--- src/rtl/inst_sram_axi_rd_bridge.sv ---
// Instruction-fetch sram-like to AXI4 read-only bridge.
// Single-beat in-order reads with a constant ARID. Up to MAX_OUTSTANDING
// requests may be accepted but not yet answered. The write side is tied off.
//
// Handshake rules: an AR transfer happens on a rising edge where
// arvalid && arready. An R transfer happens where rvalid && rready. arvalid,
// araddr and arsize stay stable until the AR transfer completes. On the IF side,
// addr_ok and data_ok are single-cycle pulses, and the IF stage must not stall them.
module inst_sram_axi_rd_bridge #(
    parameter int          MAX_OUTSTANDING = 2,
    parameter logic [3:0]  ARID_VAL        = 4'h0,
    localparam int         CNT_W           = $clog2(MAX_OUTSTANDING + 1)
) (
    input  logic             clk,
    input  logic             reset,
    input  logic             inst_sram_req,
    input  logic             inst_sram_wr,
    input  logic [1:0]       inst_sram_size,
    input  logic [3:0]       inst_sram_wstrb,
    input  logic [31:0]      inst_sram_addr,
    input  logic [31:0]      inst_sram_wdata,
    output logic             inst_sram_addr_ok,
    output logic             inst_sram_data_ok,
    output logic [31:0]      inst_sram_rdata,
    output logic [3:0]       arid,
    output logic [31:0]      araddr,
    output logic [7:0]       arlen,
    output logic [2:0]       arsize,
    output logic [1:0]       arburst,
    output logic [1:0]       arlock,
    output logic [3:0]       arcache,
    output logic [2:0]       arprot,
    output logic             arvalid,
    input  logic             arready,
    input  logic [3:0]       rid,
    input  logic [31:0]      rdata,
    input  logic [1:0]       rresp,
    input  logic             rlast,
    input  logic             rvalid,
    output logic             rready,
    output logic             axi_rd_err,
    output logic             dbg_state,
    output logic [CNT_W-1:0] dbg_cnt
);

    typedef enum logic {
        IDLE    = 1'b0,
        AR_WAIT = 1'b1
    } ar_state_e;

    localparam logic [CNT_W-1:0] CNT_MAX = CNT_W'(MAX_OUTSTANDING);

    ar_state_e        state_q, state_d;
    logic [31:0]      araddr_q, araddr_d;
    logic [1:0]       size_q, size_d;
    logic [CNT_W-1:0] cnt_q, cnt_d;
    logic             err_q, err_d;
    logic             r_hs;

    // Write data, strobes and rid carry no information for a single-ID fetch path.
    logic unused_inputs;
    assign unused_inputs = &{1'b0, inst_sram_wstrb, inst_sram_wdata, rid};

    // Accept/return decisions and next-state for the AR FSM, counter and error flag.
    always_comb begin
        state_d           = state_q;
        araddr_d          = araddr_q;
        size_d            = size_q;
        cnt_d             = cnt_q;
        err_d             = err_q;
        inst_sram_addr_ok = !reset && inst_sram_req && !inst_sram_wr
                            && (state_q == IDLE) && (cnt_q < CNT_MAX);
        r_hs              = !reset && rvalid;
        inst_sram_data_ok = r_hs && (cnt_q != '0);

        case (state_q)
            IDLE: begin
                if (inst_sram_addr_ok) begin
                    state_d  = AR_WAIT;
                    araddr_d = inst_sram_addr;
                    size_d   = inst_sram_size;
                end
            end
            AR_WAIT: begin
                if (arready) state_d = IDLE;
            end
            default: state_d = IDLE;
        endcase

        // Simultaneous accept and return leave the count unchanged.
        case ({inst_sram_addr_ok, inst_sram_data_ok})
            2'b10:   cnt_d = cnt_q + 1'b1;
            2'b01:   cnt_d = cnt_q - 1'b1;
            default: cnt_d = cnt_q;
        endcase

        // A stray beat, a non-OKAY response or a missing rlast is recorded, not dropped.
        if (r_hs && ((rresp != 2'b00) || !rlast || (cnt_q == '0))) err_d = 1'b1;
    end

    // State registers with asynchronous reset.
    always_ff @(posedge clk or posedge reset) begin
        if (reset) begin
            state_q  <= IDLE;
            araddr_q <= '0;
            size_q   <= '0;
            cnt_q    <= '0;
            err_q    <= 1'b0;
        end else begin
            state_q  <= state_d;
            araddr_q <= araddr_d;
            size_q   <= size_d;
            cnt_q    <= cnt_d;
            err_q    <= err_d;
        end
    end

    assign arvalid         = (state_q == AR_WAIT);
    assign araddr          = araddr_q;
    assign arsize          = {1'b0, size_q};
    assign arid            = ARID_VAL;
    assign arlen           = 8'd0;
    assign arburst         = 2'b01;
    assign arlock          = 2'b00;
    assign arcache         = 4'b0000;
    assign arprot          = 3'b000;
    assign rready          = !reset;
    assign inst_sram_rdata = rdata;
    assign axi_rd_err      = err_q;
    assign dbg_state       = state_q;
    assign dbg_cnt         = cnt_q;

endmodule
--- config.mk ---
export PLATFORM = sky130hd
export DESIGN_NAME = inst_sram_axi_rd_bridge
export DESIGN_NICKNAME = d
export VERILOG_FILES = /design/src/rtl/inst_sram_axi_rd_bridge.sv
export SDC_FILE = /design/constraint.sdc
export NUM_CORES = 1
export LEC_CHECK = 0
export BUFFER_PORTS_ARGS = -buffer_cell sky130_fd_sc_hd__buf_4
export CAP_MARGIN = 20
export CELL_PAD_IN_SITES_DETAIL_PLACEMENT = 0
export CELL_PAD_IN_SITES_GLOBAL_PLACEMENT = 2
export CORE_AREA = 2 2 105 107
export DETAILED_ROUTE_END_ITERATION = 7
export DIE_AREA = 0 0 107 109
export GPL_TIMING_DRIVEN = 0
export PLACE_DENSITY_LB_ADDON = 0.1
export SYNTH_ARGS = -nofsm -noshare
export SYNTH_HDL_FRONTEND = slang
export SYNTH_SLANG_ARGS = --single-unit
export TNS_END_PERCENT = 30
--- constraint.sdc ---
create_clock -name clk -period 2.4 [get_ports clk]
set_input_delay 0.12 -clock clk [delete_from_list [all_inputs] [get_ports clk]]
set_output_delay 0.12 -clock clk [all_outputs]
set_load 0.05 [all_outputs]
# Word level (Yosys, flattened, before mapping)
# Index checks and enable logic that the tools add are counted.
dict set report classes {
  add_sub_neg 2
  n_mux 4
  reduce_logical 17
  n_eq_ne 2
  order_cmp 1
  n_bitwise 1
}
# op count
set ops {}
lappend ops {{$logic_and A1 B1 Y1} 7}
lappend ops {{$reduce_bool A2 Y1} 3}
lappend ops {{$pmux W2 S2} 1}
lappend ops {{$logic_not A1 Y1} 3}
lappend ops {{$add A2 B1 Y2 const B} 1}
lappend ops {{$eq A2 B1 Y1 const B} 1}
lappend ops {{$eq A2 B2 Y1 const B} 1}
lappend ops {{$logic_not A2 Y1} 1}
lappend ops {{$logic_or A1 B1 Y1} 2}
lappend ops {{$lt A2 B2 Y1 const B} 1}
lappend ops {{$mux W1} 2}
lappend ops {{$pmux W1 S2} 1}
lappend ops {{$reduce_and A2 Y1} 1}
lappend ops {{$sub A2 B1 Y2 const B} 1}
lappend ops {{$not A1 Y1} 1}
dict set report word_totals {
  input_bits 115
  output_inout_bits 98
  reg_bits 38
  elab_cells 32
}

# Logic depth before layout (Yosys ltp)
# Gate-level depths: netlist of run 1.
dict set report logic_depth {
  word_depth 7
  ltp_mapped 7
}

# Worst setup path before layout of run 1
# No wires, ideal clock.
dict set report synth_path {
  path_kind {input to register}
  startpoint {input reset}
  endpoint {register cnt_q[1], in the netlist dbg_cnt[1]}
  required_ns 2.254
  path_stages 7
  setup_time_ns 0.146
  arrival_time_ns 2.720
  path_slack_ns -0.466
  n_path_buf 0
  cell_sequence {inv_1 -> nand2_1 -> nor2_1 -> ha_1 -> xnor2_1 -> nor2_1 -> xor2_1}
}
dict set report synth_via {
  elab_cells_between_ends 11
}
# element line_no
set synth_lines {}
lappend synth_lines {{start: declaration} 15} ;# input logic reset,
lappend synth_lines {{$logic_not A1 Y1 *} 73} ;# r_hs = !reset && rvalid;
lappend synth_lines {{$logic_and A1 B1 Y1 *} 73}
lappend synth_lines {{$logic_and A1 B1 Y1 *} 74} ;# inst_sram_data_ok = r_hs && (cnt_q != '0);
lappend synth_lines {{net inst_sram_data_ok} 23} ;# output logic inst_sram_data_ok,
lappend synth_lines {{$eq A2 B1 Y1 / $eq A2 B2 Y1 (equally long branches)} 91} ;# case ({inst_sram_addr_ok, inst_sram_data_ok})
lappend synth_lines {{$pmux W2 S2 / $reduce_bool A2 Y1 (equally long branches)} n/a}
lappend synth_lines {{end signal: assignment} 113} ;# cnt_q <= cnt_d;
lappend synth_lines {{end: declaration} 56} ;# logic [CNT_W-1:0] cnt_q, cnt_d;
# Mark *: on every way through the listed nets, which the timed path passes. The rest lies on a longest branch.
# A chain may end at the register's enable or synchronous reset.

# Final worst setup path of run 1
dict set report layout_path {
  startpoint {register cnt_q[1], in the netlist dbg_cnt[1]}
  endpoint {output inst_sram_addr_ok}
}
dict set report layout_via {
  elab_chain_cells 2
}
# element line_no
set layout_lines {}
lappend layout_lines {{$lt A2 B2 Y1} 72} ;# && (state_q == IDLE) && (cnt_q < CNT_MAX);
lappend layout_lines {{$logic_and A1 B1 Y1} 72}
lappend layout_lines {{end: declaration} 22} ;# output logic inst_sram_addr_ok,
# No other way between the ends.

==> results of run 1 <==
## cell usage after synthesis
library cell / count / share of area [%]
sky130_fd_sc_hd__xor2_1: 1 / 0.43
sky130_fd_sc_hd__xnor2_1: 2 / 0.86
sky130_fd_sc_hd__conb_1: 2 / 0.37
sky130_fd_sc_hd__mux2_2: 5 / 2.7
sky130_fd_sc_hd__inv_1: 2 / 0.37
sky130_fd_sc_hd__nand2_2: 1 / 0.31
sky130_fd_sc_hd__nand2_1: 1 / 0.18
sky130_fd_sc_hd__dfrtp_1: 38 / 46
sky130_fd_sc_hd__buf_4: 57 / 21
sky130_fd_sc_hd__o21bai_1: 1 / 0.37
sky130_fd_sc_hd__o21ai_0: 1 / 0.24
sky130_fd_sc_hd__nor2_1: 3 / 0.55
sky130_fd_sc_hd__buf_12: 3 / 2.9
sky130_fd_sc_hd__mux2_4: 29 / 21
sky130_fd_sc_hd__inv_6: 1 / 0.43
sky130_fd_sc_hd__nor4_2: 1 / 0.61
sky130_fd_sc_hd__ha_1: 1 / 0.61
sky130_fd_sc_hd__nor4b_1: 1 / 0.43
## what timing repair did
item,in CTS,in global routing
setup buffers,0,0
gates resized for setup,0,0
endpoints found under the hold margin,1,0
hold buffers,1,0
## sequential cells by signal, summed over array words and instances (netlist names)
name,count
araddr,32
dbg_cnt,2
size_q,2
arvalid,1
axi_rd_err,1
## worst max-delay path: cells and delay by family, from the launching register on
family | cells | cell delay (ns)
DFF | 1 | 0.45
and+or+nand+nor | 2 | 0.46
buffers and inverters | 3 | 0.50
## through the flow
step                      cell area, um2  cells  util [%]  hold WS (ns)
after floorplan                     2130    172         -         0.178
after global placement              3180    428      30.0         0.299
after detailed placement            3180    428      30.0         0.307
after CTS                           3280    437      31.0        0.0435
after global routing                3280    437      31.0        0.0372
final                               3280    437      31.0        0.0264
## layout make-up
class	count	share of cell area [%]
Multi-Input combinational cell	71	20.6
Clock inverter	1	0.152
Buffer	60	14.9
Clock buffer	7	2.63
Sequential cell	38	29.0
Tap cell	140	5.34
Timing Repair Buffer	117	26.8
Inverter	3	0.610
## worst max-delay path by stage
| stage | endpoint | cells after the start | slack (ns) | from |
|---|---|---|---|---|
| 4_1_cts | inst_sram_addr_ok | 5 | 0.54 | dbg_cnt[1] |
| 3_5_place_dp | dbg_cnt[1] | 7 | 0.22 | reset |
| 5_1_grt | dbg_cnt[1] | 8 | 0.26 | reset |
| 3_3_place_gp | dbg_cnt[1] | 7 | 0.21 | reset |
| 2_1_floorplan | dbg_cnt[1] | 7 | 0.12 | reset |
| 6_report | inst_sram_addr_ok | 5 | 0.59 | dbg_cnt[1] |
## power breakdown
part	switching, W	internal, W
Clock	0.000225	0.000232
Combinational	0.00165	0.000948
Sequential	0.000189	0.000949
## logic make-up (layout without fill, tap and decap cells)
kind of cell    Yosys count  after routing  synth area share (%)
buf+inv                  63            188                  24.6
simple gates              7              7                  2.08
xor+xnor                  3              3                  1.28
compound gates            2              2                 0.611
other cells               2             24                 0.367
flops                    38             38                  46.4
mux                      34             34                  24.0
fa+ha+maj                 1              1                 0.611
## routing by layer
| layer | routed length [um] | track usage (%) | vias to the layer above |
|---|---|---|---|
| met2 | 2680 | 13.9 | 96 |
| met3 | 452 | 2.15 | 2 |
| met4 | 37 | 3.06 | 0 |
| met1 | 1860 | 9.50 | 697 |
| li1 | - | - | 697 |
| met5 | 0 | 0 | - |
==> flow_summary.json, run 1 <==
{
  "clock.fmax_mhz": 551,
  "synth-warning-count": 0,
  "syn-instance-count": 150,
  "dp_worst_setup_slack_ns": 0.223,
  "timing.hold.worst.class": "input pin to asynchronous set/reset pin",
  "final_cell_mix": "173 x sky130_fd_sc_hd__buf_4, 38 x sky130_fd_sc_hd__dfrtp_1, 29 x sky130_fd_sc_hd__mux2_4",
  "antenna_found_initial": 0,
  "dpl.hpwl_um": 3910,
  "count_of_filler_cells_inserted_in_the_layout": 1121,
  "worstSkewPairLatency_ns": 0.28,
  "seq_area_um2": 951,
  "port_buffers": 116,
  "first_global_vias": 1338,
  "floorplan.die.width_um": 107,
  "total_grt_usage_pct": 8.01,
  "cp-start-kind": "flip-flop",
  "setup_tns_ns": 0,
  "vias_per_cell": 3.41,
  "setup_ws_final_ns": 0.587,
  "die_height_um": 109,
  "critical_path.max_stage_delay_ns": 0.45,
  "multi_input_gate_area_in_the_final_layout_um2": 676,
  "final_max_slew_viol_count": 0,
  "worstReg2RegEnd": "araddr[30]",
  "slew_headroom_pct": 40.0,
  "min_period_over_period_pct": 75.6,
  "post_route_cells_drive_above_1_share_pct": 74.4,
  "worst-setup-path-type": "flip-flop to output port",
  "initialDrtViolationCount": 33,
  "i_o_pin_total": 213,
  "synth-seq-cells": 38,
  "placementRows": 38,
  "tritoncts.num_buffers": 5,
  "reg2regPathDepth": 5,
  "floorplan.die_area_um2": 11700,
  "routed_wire_length_per_instance_um": 11.5,
  "clock_tree.root_cell": "sky130_fd_sc_hd__clkbuf_8",
  "hold_viol_final": 0,
  "core_area_um2": 10600,
  "finish.net_count": 412,
  "maxCapViolations": 0,
  "grt-ovfl-total": 0,
  "htree_levels": 2,
  "worst_r2r_startpoint": "dbg_cnt[1]",
  "setup.reg_to_reg.worst_slack_ns": 0.78,
  "critPathRequiredTime_ns": 2.28,
  "ys_seq_area_share_pct": 46.4,
  "p_leak_nw": 1.72,
  "finalSetupViolations": 0,
  "grt_start_max_net_pins": 41,
  "cts.path.max_buffers": 2,
  "final_antenna_net_count": 0,
  "cp_slowest_cell": "sky130_fd_sc_hd__dfrtp_1",
  "post_synth_instance_area_um2": 2050,
  "route.vias.total": 1492,
  "start_util_pct": 19.3,
  "power_per_cell_area_nw_per_um2": 1280,
  "data_arrival_critical_path_ns": 1.69,
  "finClkSkew_ns": 0.00442,
  "post-route-min-period_ns": 1.81,
  "numClockSinks": 38,
  "layout_commonest_cell": "sky130_fd_sc_hd__buf_4",
  "drt-pass1-iter-count": 4,
  "syn_area_per_cell_um2": 13.7,
  "worst_pin_slew_ns": 0.899,
  "vdd_drop_max_mv": 0.383,
  "grt_pass1_wl_um": 7200,
  "path_clk_slew_ns": 0.08,
  "area_growth_pct": 60.2,
  "path_cells": "nor4_2 -> nand2_2 -> inv_6 -> buf_12 -> buf_4",
  "total_power_w": 0.00420,
  "remaining_drc_errors": 0,
  "antenna_cells_inserted": 0,
  "grt_setup_unrepaired": "false",
  "ys_types": 18,
  "outcome": "complete, no violations",
  "finalWirelength_um": 5030,
  "worst-path-max-fanout": 10,
  "tritoncts": "built",
  "place.gp.congestion": 0.621,
  "critical_path.endpoint_type": "output port"
}
(Power assumes the default switching activity.)
==> inputs of run 2 (changes only) <==
--- a/config.mk
+++ b/config.mk
@@ -9,9 +9,9 @@
 export CAP_MARGIN = 20
 export CELL_PAD_IN_SITES_DETAIL_PLACEMENT = 0
 export CELL_PAD_IN_SITES_GLOBAL_PLACEMENT = 2
-export CORE_AREA = 2 2 105 107
+export CORE_AREA = 2 2 107 109
 export DETAILED_ROUTE_END_ITERATION = 7
-export DIE_AREA = 0 0 107 109
+export DIE_AREA = 0 0 109 111
 export GPL_TIMING_DRIVEN = 0
 export PLACE_DENSITY_LB_ADDON = 0.1
 export SYNTH_ARGS = -nofsm -noshare
==> constraint.sdc (replaced) <==
create_clock -name clk -period 1.75 [get_ports clk]
set_input_delay 0.0875 -clock clk [delete_from_list [all_inputs] [get_ports clk]]
set_output_delay 0.0875 -clock clk [all_outputs]
set_load 0.05 [all_outputs]
==> run 2 against run 1 <==
Effect of this change:
- routed wire length increased by 6.6%
- cell count increased by 2.7%
- highest routed layer unchanged
- combinational power increased by 39%
- largest cell class unchanged
==> flow_summary.json, run 2 (synthesized netlist as in run 1, its figures left out) <==
{
  "p_int_w": 0.00331,
  "total_grt_usage_pct": 8.57,
  "floorplan.die_area_um2": 12100,
  "core_area_um2": 11100,
  "min_period_over_period_pct": 94.8,
  "finClkSkew_ns": 0.00237,
  "path_clk_slew_ns": 0.06,
  "place.gp.congestion": 0.622,
  "p_leak_nw": 1.80,
  "share_seq_of_total_power_pct": 25.3,
  "outcome": "complete, no violations",
  "hold_viol_final": 0,
  "dpl.hpwl_um": 3830,
  "worstSkewPairLatency_ns": 0.28,
  "drt-pass1-iter-count": 2,
  "finalSetupViolations": 0,
  "maxCapViolations": 0,
  "post-route-min-period_ns": 1.66,
  "post_route_cells_drive_above_1_share_pct": 75.2,
  "layout_commonest_cell": "sky130_fd_sc_hd__buf_4",
  "post-place-cells": 431,
  "final_util_pct": 31.5,
  "worst_pin_slew_ns": 0.571,
  "clock.fmax_mhz": 603,
  "antenna_found_initial": 0,
  "data_arrival_critical_path_ns": 1.57,
  "pwr-share-comb_pct": 58.2,
  "worst-path-max-fanout": 10,
  "grt_setup_unrepaired": "false",
  "htree_levels": 2,
  "routed_wire_length_per_instance_um": 11.9,
  "placementRows": 39,
  "timing.hold.worst.class": "input pin to flip-flop",
  "critPathRequiredTime_ns": 1.66,
  "cp-start-kind": "flip-flop",
  "setup.reg_to_reg.worst_slack_ns": 0.11,
  "global_route.peak_usage_layer": "met2",
  "final_max_slew_viol_count": 0,
  "grt_pass1_wl_um": 7780,
  "worst-setup-path-type": "flip-flop to output port",
  "vdd_drop_max_mv": 0.726,
  "tritoncts": "built",
  "vias_per_cell": 3.36,
  "finalWirelength_um": 5360,
  "grt_met2_use_pct": 14.1,
  "p_switching_w": 0.00288,
  "grt_util_met1_pct": 10.7,
  "grt_start_max_net_pins": 21,
  "i_o_pin_total": 213,
  "finalHoldWorstSlack_ns": 0.0360,
  "power_per_cell_area_nw_per_um2": 1770,
  "post_layout_nonfiller_instances": 449,
  "area_growth_pct": 70.6,
  "final_antenna_net_count": 0,
  "die_height_um": 111,
  "cts.path.max_buffers": 2,
  "sw_frac_of_total_pct": 46.5,
  "clock_tree.root_cell": "sky130_fd_sc_hd__clkbuf_16",
  "antenna_cells_inserted": 0,
  "floorplan.die.width_um": 109,
  "grt-ovfl-total": 0,
  "critical_path.endpoint_type": "output port",
  "final_cell_mix": "175 x sky130_fd_sc_hd__buf_4, 38 x sky130_fd_sc_hd__dfrtp_1, 29 x sky130_fd_sc_hd__mux2_4",
  "tritoncts.num_buffers": 5,
  "post-route-cell-area_um2": 3490,
  "initialDrtViolationCount": 27,
  "start_util_pct": 18.5,
  "largest_register_ffs": 32,
  "slew_headroom_pct": 61.7,
  "numClockSinks": 38,
  "route.vias.total": 1510,
  "post_dp_cell_area_um2": 3210,
  "finish.net_count": 421,
  "port_buffers": 116,
  "remaining_drc_errors": 0,
  "first_global_vias": 1448,
  "proportion_of_power_drawn_by_the_clock_network_pct": 16.5,
  "met3_usage_pct": 2.00
}
[run 2: metrics by stage]
stage / setup WS (ns) / TNS [ns] / power [W]
after global placement: -0.320 / -0.500 / 0.00518
after global routing: 0.00824 / 0 / 0.00647
final: 0.0911 / 0 / 0.00620
after CTS: 0.00402 / 0 / 0.00626
after detailed placement: -0.332 / -0.528 / 0.00517
after floorplan: -0.0997 / -0.914 / 0.00416
[run 2: final cells by class]
type / count / area, um2
multi-input cells: 71 / 698
flip-flops and latches: 38 / 951
repair inverters: 1 / 5.00
clock inverters: 1 / 30.0
inverters: 3 / 20.0
plain buffers: 60 / 488
repair buffers: 125 / 990
well taps: 143 / 179
clock buffers: 7 / 133
fillers: 1137 / 7580
[run 2: repair_timing]
action                                  4_1_cts  5_1_grt
setup buffers                                 1        3
endpoints found under the setup margin        3        1
gates cloned                                  1        0
hold buffers                                  2        1
pin swaps                                     1        0
endpoints found under the hold margin        19       10
resized for setup                             1        1
[run 2: power groups by stage]
stage,registers [W],clock network (W),logic [W]
6_report,0.00157,0.00102,0.00361
5_1_grt,0.00163,0.00111,0.00374
4_1_cts,0.00157,0.00108,0.00361
3_5_place_dp,0.00158,0,0.00360
3_3_place_gp,0.00156,0,0.00361
2_1_floorplan,0.00305,0,0.00111
[run 2: layer usage]
metal	routed length (um)	up-vias	part of all wire (%)
met5	0	-	0
met3	458	7	8.5
met1	2250	698	42
met4	90	0	1.7
li1	-	717	-
met2	2560	88	48
[run 2: critical path, cell delays in order, from the launching register on]
cell and delay, ns:
sky130_fd_sc_hd__dfrtp_1 0.43, sky130_fd_sc_hd__nor4_2 0.31, sky130_fd_sc_hd__nand2_2 0.12, sky130_fd_sc_hd__clkinv_4 0.11, sky130_fd_sc_hd__buf_12 0.15, sky130_fd_sc_hd__buf_6 0.16
[run 2: final timing paths]
| path | from | to | cells after the start |
|---|---|---|---|
| max in group asynchronous | reset | araddr[30] | 5 |
| min | inst_sram_addr[20] | araddr[20] | 2 |
| min reg2reg | axi_rd_err | axi_rd_err | 1 |
| max reg2reg | dbg_cnt[1] | araddr[26] | 6 |
| max | dbg_cnt[1] | inst_sram_addr_ok | 5 |
| min in group asynchronous | reset | araddr[24] | 3 |
==> inputs of run 3 (changes only) <==
--- a/config.mk
+++ b/config.mk
@@ -13,6 +13,7 @@
 export DETAILED_ROUTE_END_ITERATION = 7
 export DIE_AREA = 0 0 109 111
 export GPL_TIMING_DRIVEN = 0
+export MAX_ROUTING_LAYER = met4
 export PLACE_DENSITY_LB_ADDON = 0.1
 export SYNTH_ARGS = -nofsm -noshare
 export SYNTH_HDL_FRONTEND = slang
==> run 3 against run 2 <==
Effect of this change:
- register-to-register slack hardly changed
- count of clock-buffer cells in the layout unchanged
- worst setup slack got worse by 0.00081 ns
- power about the same
- combinational power is essentially flat
- global-route usage rose by 0.24 points
- critical path depth did not move
- critical path type unchanged
- highest routed layer unchanged
==> flow_summary.json, run 3 (synthesized netlist as in run 1, its figures left out) <==
{
  "finalSetupViolations": 0,
  "finalWirelength_um": 5370,
  "tritoncts.num_buffers": 5,
  "grt_pass1_wl_um": 7780,
  "tritoncts": "built",
  "initialDrtViolationCount": 23,
  "grt_setup_unrepaired": "false",
  "grt_start_max_net_pins": 21,
  "post_route_cells_drive_above_1_share_pct": 75.2,
  "routed_wire_length_per_instance_um": 12.0,
  "setup.reg_to_reg.worst_slack_ns": 0.11,
  "i_o_pin_total": 213,
  "remaining_drc_errors": 0,
  "worstReg2RegEnd": "araddr[26]",
  "data_arrival_critical_path_ns": 1.57,
  "pwr-share-comb_pct": 58.2,
  "vias_per_cell": 3.36,
  "worst_r2r_startpoint": "dbg_cnt[1]",
  "total_power_w": 0.00620,
  "placementRows": 39,
  "clock.fmax_mhz": 603,
  "sw_frac_of_total_pct": 46.5,
  "setup_tns_ns": 0,
  "min_period_over_period_pct": 94.8,
  "drt-pass1-iter-count": 2,
  "reg2regPathDepth": 6,
  "die_height_um": 111,
  "finClkSkew_ns": 0.00259,
  "finish.net_count": 421,
  "cp_slowest_cell": "sky130_fd_sc_hd__dfrtp_1",
  "timing.critical_path.from": "dbg_cnt[1]",
  "first_global_vias": 1449,
  "numClockSinks": 38,
  "floorplan.die_area_um2": 12100,
  "p_switching_w": 0.00288,
  "start_util_pct": 18.5,
  "path_cells": "nor4_2 -> nand2_2 -> clkinv_4 -> buf_12 -> buf_6",
  "floorplan.die.width_um": 109,
  "port_buffers": 116,
  "worst-path-max-fanout": 10,
  "place.gp.congestion": 0.626,
  "antenna_cells_inserted": 0,
  "critical_path.max_stage_delay_ns": 0.43,
  "core_area_um2": 11100,
  "hold_end": "araddr[20]",
  "worst_pin_slew_ns": 0.569,
  "outcome": "complete, no violations",
  "antenna_found_initial": 0,
  "worst-setup-path-type": "flip-flop to output port",
  "proportion_of_power_drawn_by_the_clock_network_pct": 16.5,
  "multi_input_gate_area_in_the_final_layout_um2": 698,
  "hold_viol_final": 0,
  "p_leak_nw": 1.80,
  "clock_tree.root_cell": "sky130_fd_sc_hd__clkbuf_16",
  "area_growth_pct": 70.6,
  "count_of_filler_cells_inserted_in_the_layout": 1137,
  "dpl.hpwl_um": 3830,
  "maxCapViolations": 0,
  "seq_area_um2": 951,
  "hold_depth": 2,
  "post-route-min-period_ns": 1.66,
  "total_grt_usage_pct": 8.81,
  "p_int_w": 0.00331,
  "critPathRequiredTime_ns": 1.66,
  "largest_register_ffs": 32,
  "vdd_drop_max_mv": 0.726,
  "final_cell_mix": "175 x sky130_fd_sc_hd__buf_4, 38 x sky130_fd_sc_hd__dfrtp_1, 29 x sky130_fd_sc_hd__mux2_4",
  "slew_headroom_pct": 61.8,
  "cts.path.max_buffers": 2,
  "power_per_cell_area_nw_per_um2": 1770,
  "path_buf_inv": 3,
  "final_antenna_net_count": 0,
  "grt-ovfl-total": 0,
  "timing.hold.worst.start": "inst_sram_addr[20]",
  "route.vias.total": 1509,
  "share_seq_of_total_power_pct": 25.3,
  "final_max_slew_viol_count": 0,
  "timing.hold.worst.class": "input pin to flip-flop",
  "htree_levels": 2,
  "cpLargestDelayFamily": "flip-flops",
  "critical_path.endpoint_type": "output port",
  "layout_commonest_cell": "sky130_fd_sc_hd__buf_4",
  "path_clk_slew_ns": 0.06,
  "cp-start-kind": "flip-flop",
  "worstSkewPairLatency_ns": 0.28
}
-- run 3: power by group through the flow --
stage               clock network, W  registers [W]  logic (W)
global placement                   0        0.00156    0.00361
CTS                          0.00108        0.00157    0.00361
finish                       0.00102        0.00157    0.00361
global route                 0.00111        0.00163    0.00374
detailed placement                 0        0.00158    0.00360
floorplan                          0        0.00305    0.00111
-- run 3: worst register-to-register path, delay by kind of cell, from the launching register on --
| kind | cells | cell delay [ns] |
|---|---|---|
| buffers and inverters | 3 | 0.35 |
| DFF | 1 | 0.43 |
| muxes | 1 | 0.30 |
| and+or+nand+nor | 2 | 0.43 |
-- run 3: metrics by stage --
stage          hold slack (ns)  instance area, um2  setup slack, ns  utilization [%]  instances
5_1_grt                 0.0240                3490          0.00824             31.5        449
4_1_cts                 0.0288                3410          0.00402             30.7        443
3_3_place_gp             0.267                3210           -0.320             29.0        431
6_report                0.0354                3490           0.0903             31.5        449
2_1_floorplan            0.149                2160          -0.0997                -        172
3_5_place_dp             0.279                3210           -0.332             29.0        431
-- run 3: how the worst max path moves through the flow --
stage | to | slack [ns] | cells past startpoint
floorplan | dbg_cnt[1] | -0.1 | 7
global placement | dbg_cnt[1] | -0.32 | 8
detailed placement | dbg_cnt[1] | -0.33 | 8
finish | inst_sram_addr_ok | 0.09 | 5
global route | inst_sram_addr_ok | 0.008 | 5
CTS | inst_sram_addr_ok | 0.004 | 5
-- run 3: per-layer routing --
metal,part of all wire (%),track usage (%)
met1,42,10.8
met2,48,14.1
met3,8.4,1.88
met4,1.6,3.33
met5,0,-
-- run 3: timing repair --
action | in CTS | in global routing
gates cloned | 1 | 0
resized for setup | 1 | 1
setup buffers | 1 | 3
pin swaps | 1 | 0
hold endpoints to repair | 19 | 10
hold buffers | 2 | 1
setup endpoints to repair | 3 | 1
-- run 3: final cells by class --
type                       instances  share of cell area, %
buffer                            60                   14.0
clock buffer                       7                   3.80
clock inverter                     1                  0.860
inverter                           3                  0.573
multi-input combinational         71                   20.0
sequential                        38                   27.2
tap                              143                   5.12
timing repair buffer             125                   28.3
timing repair inverter             1                  0.143
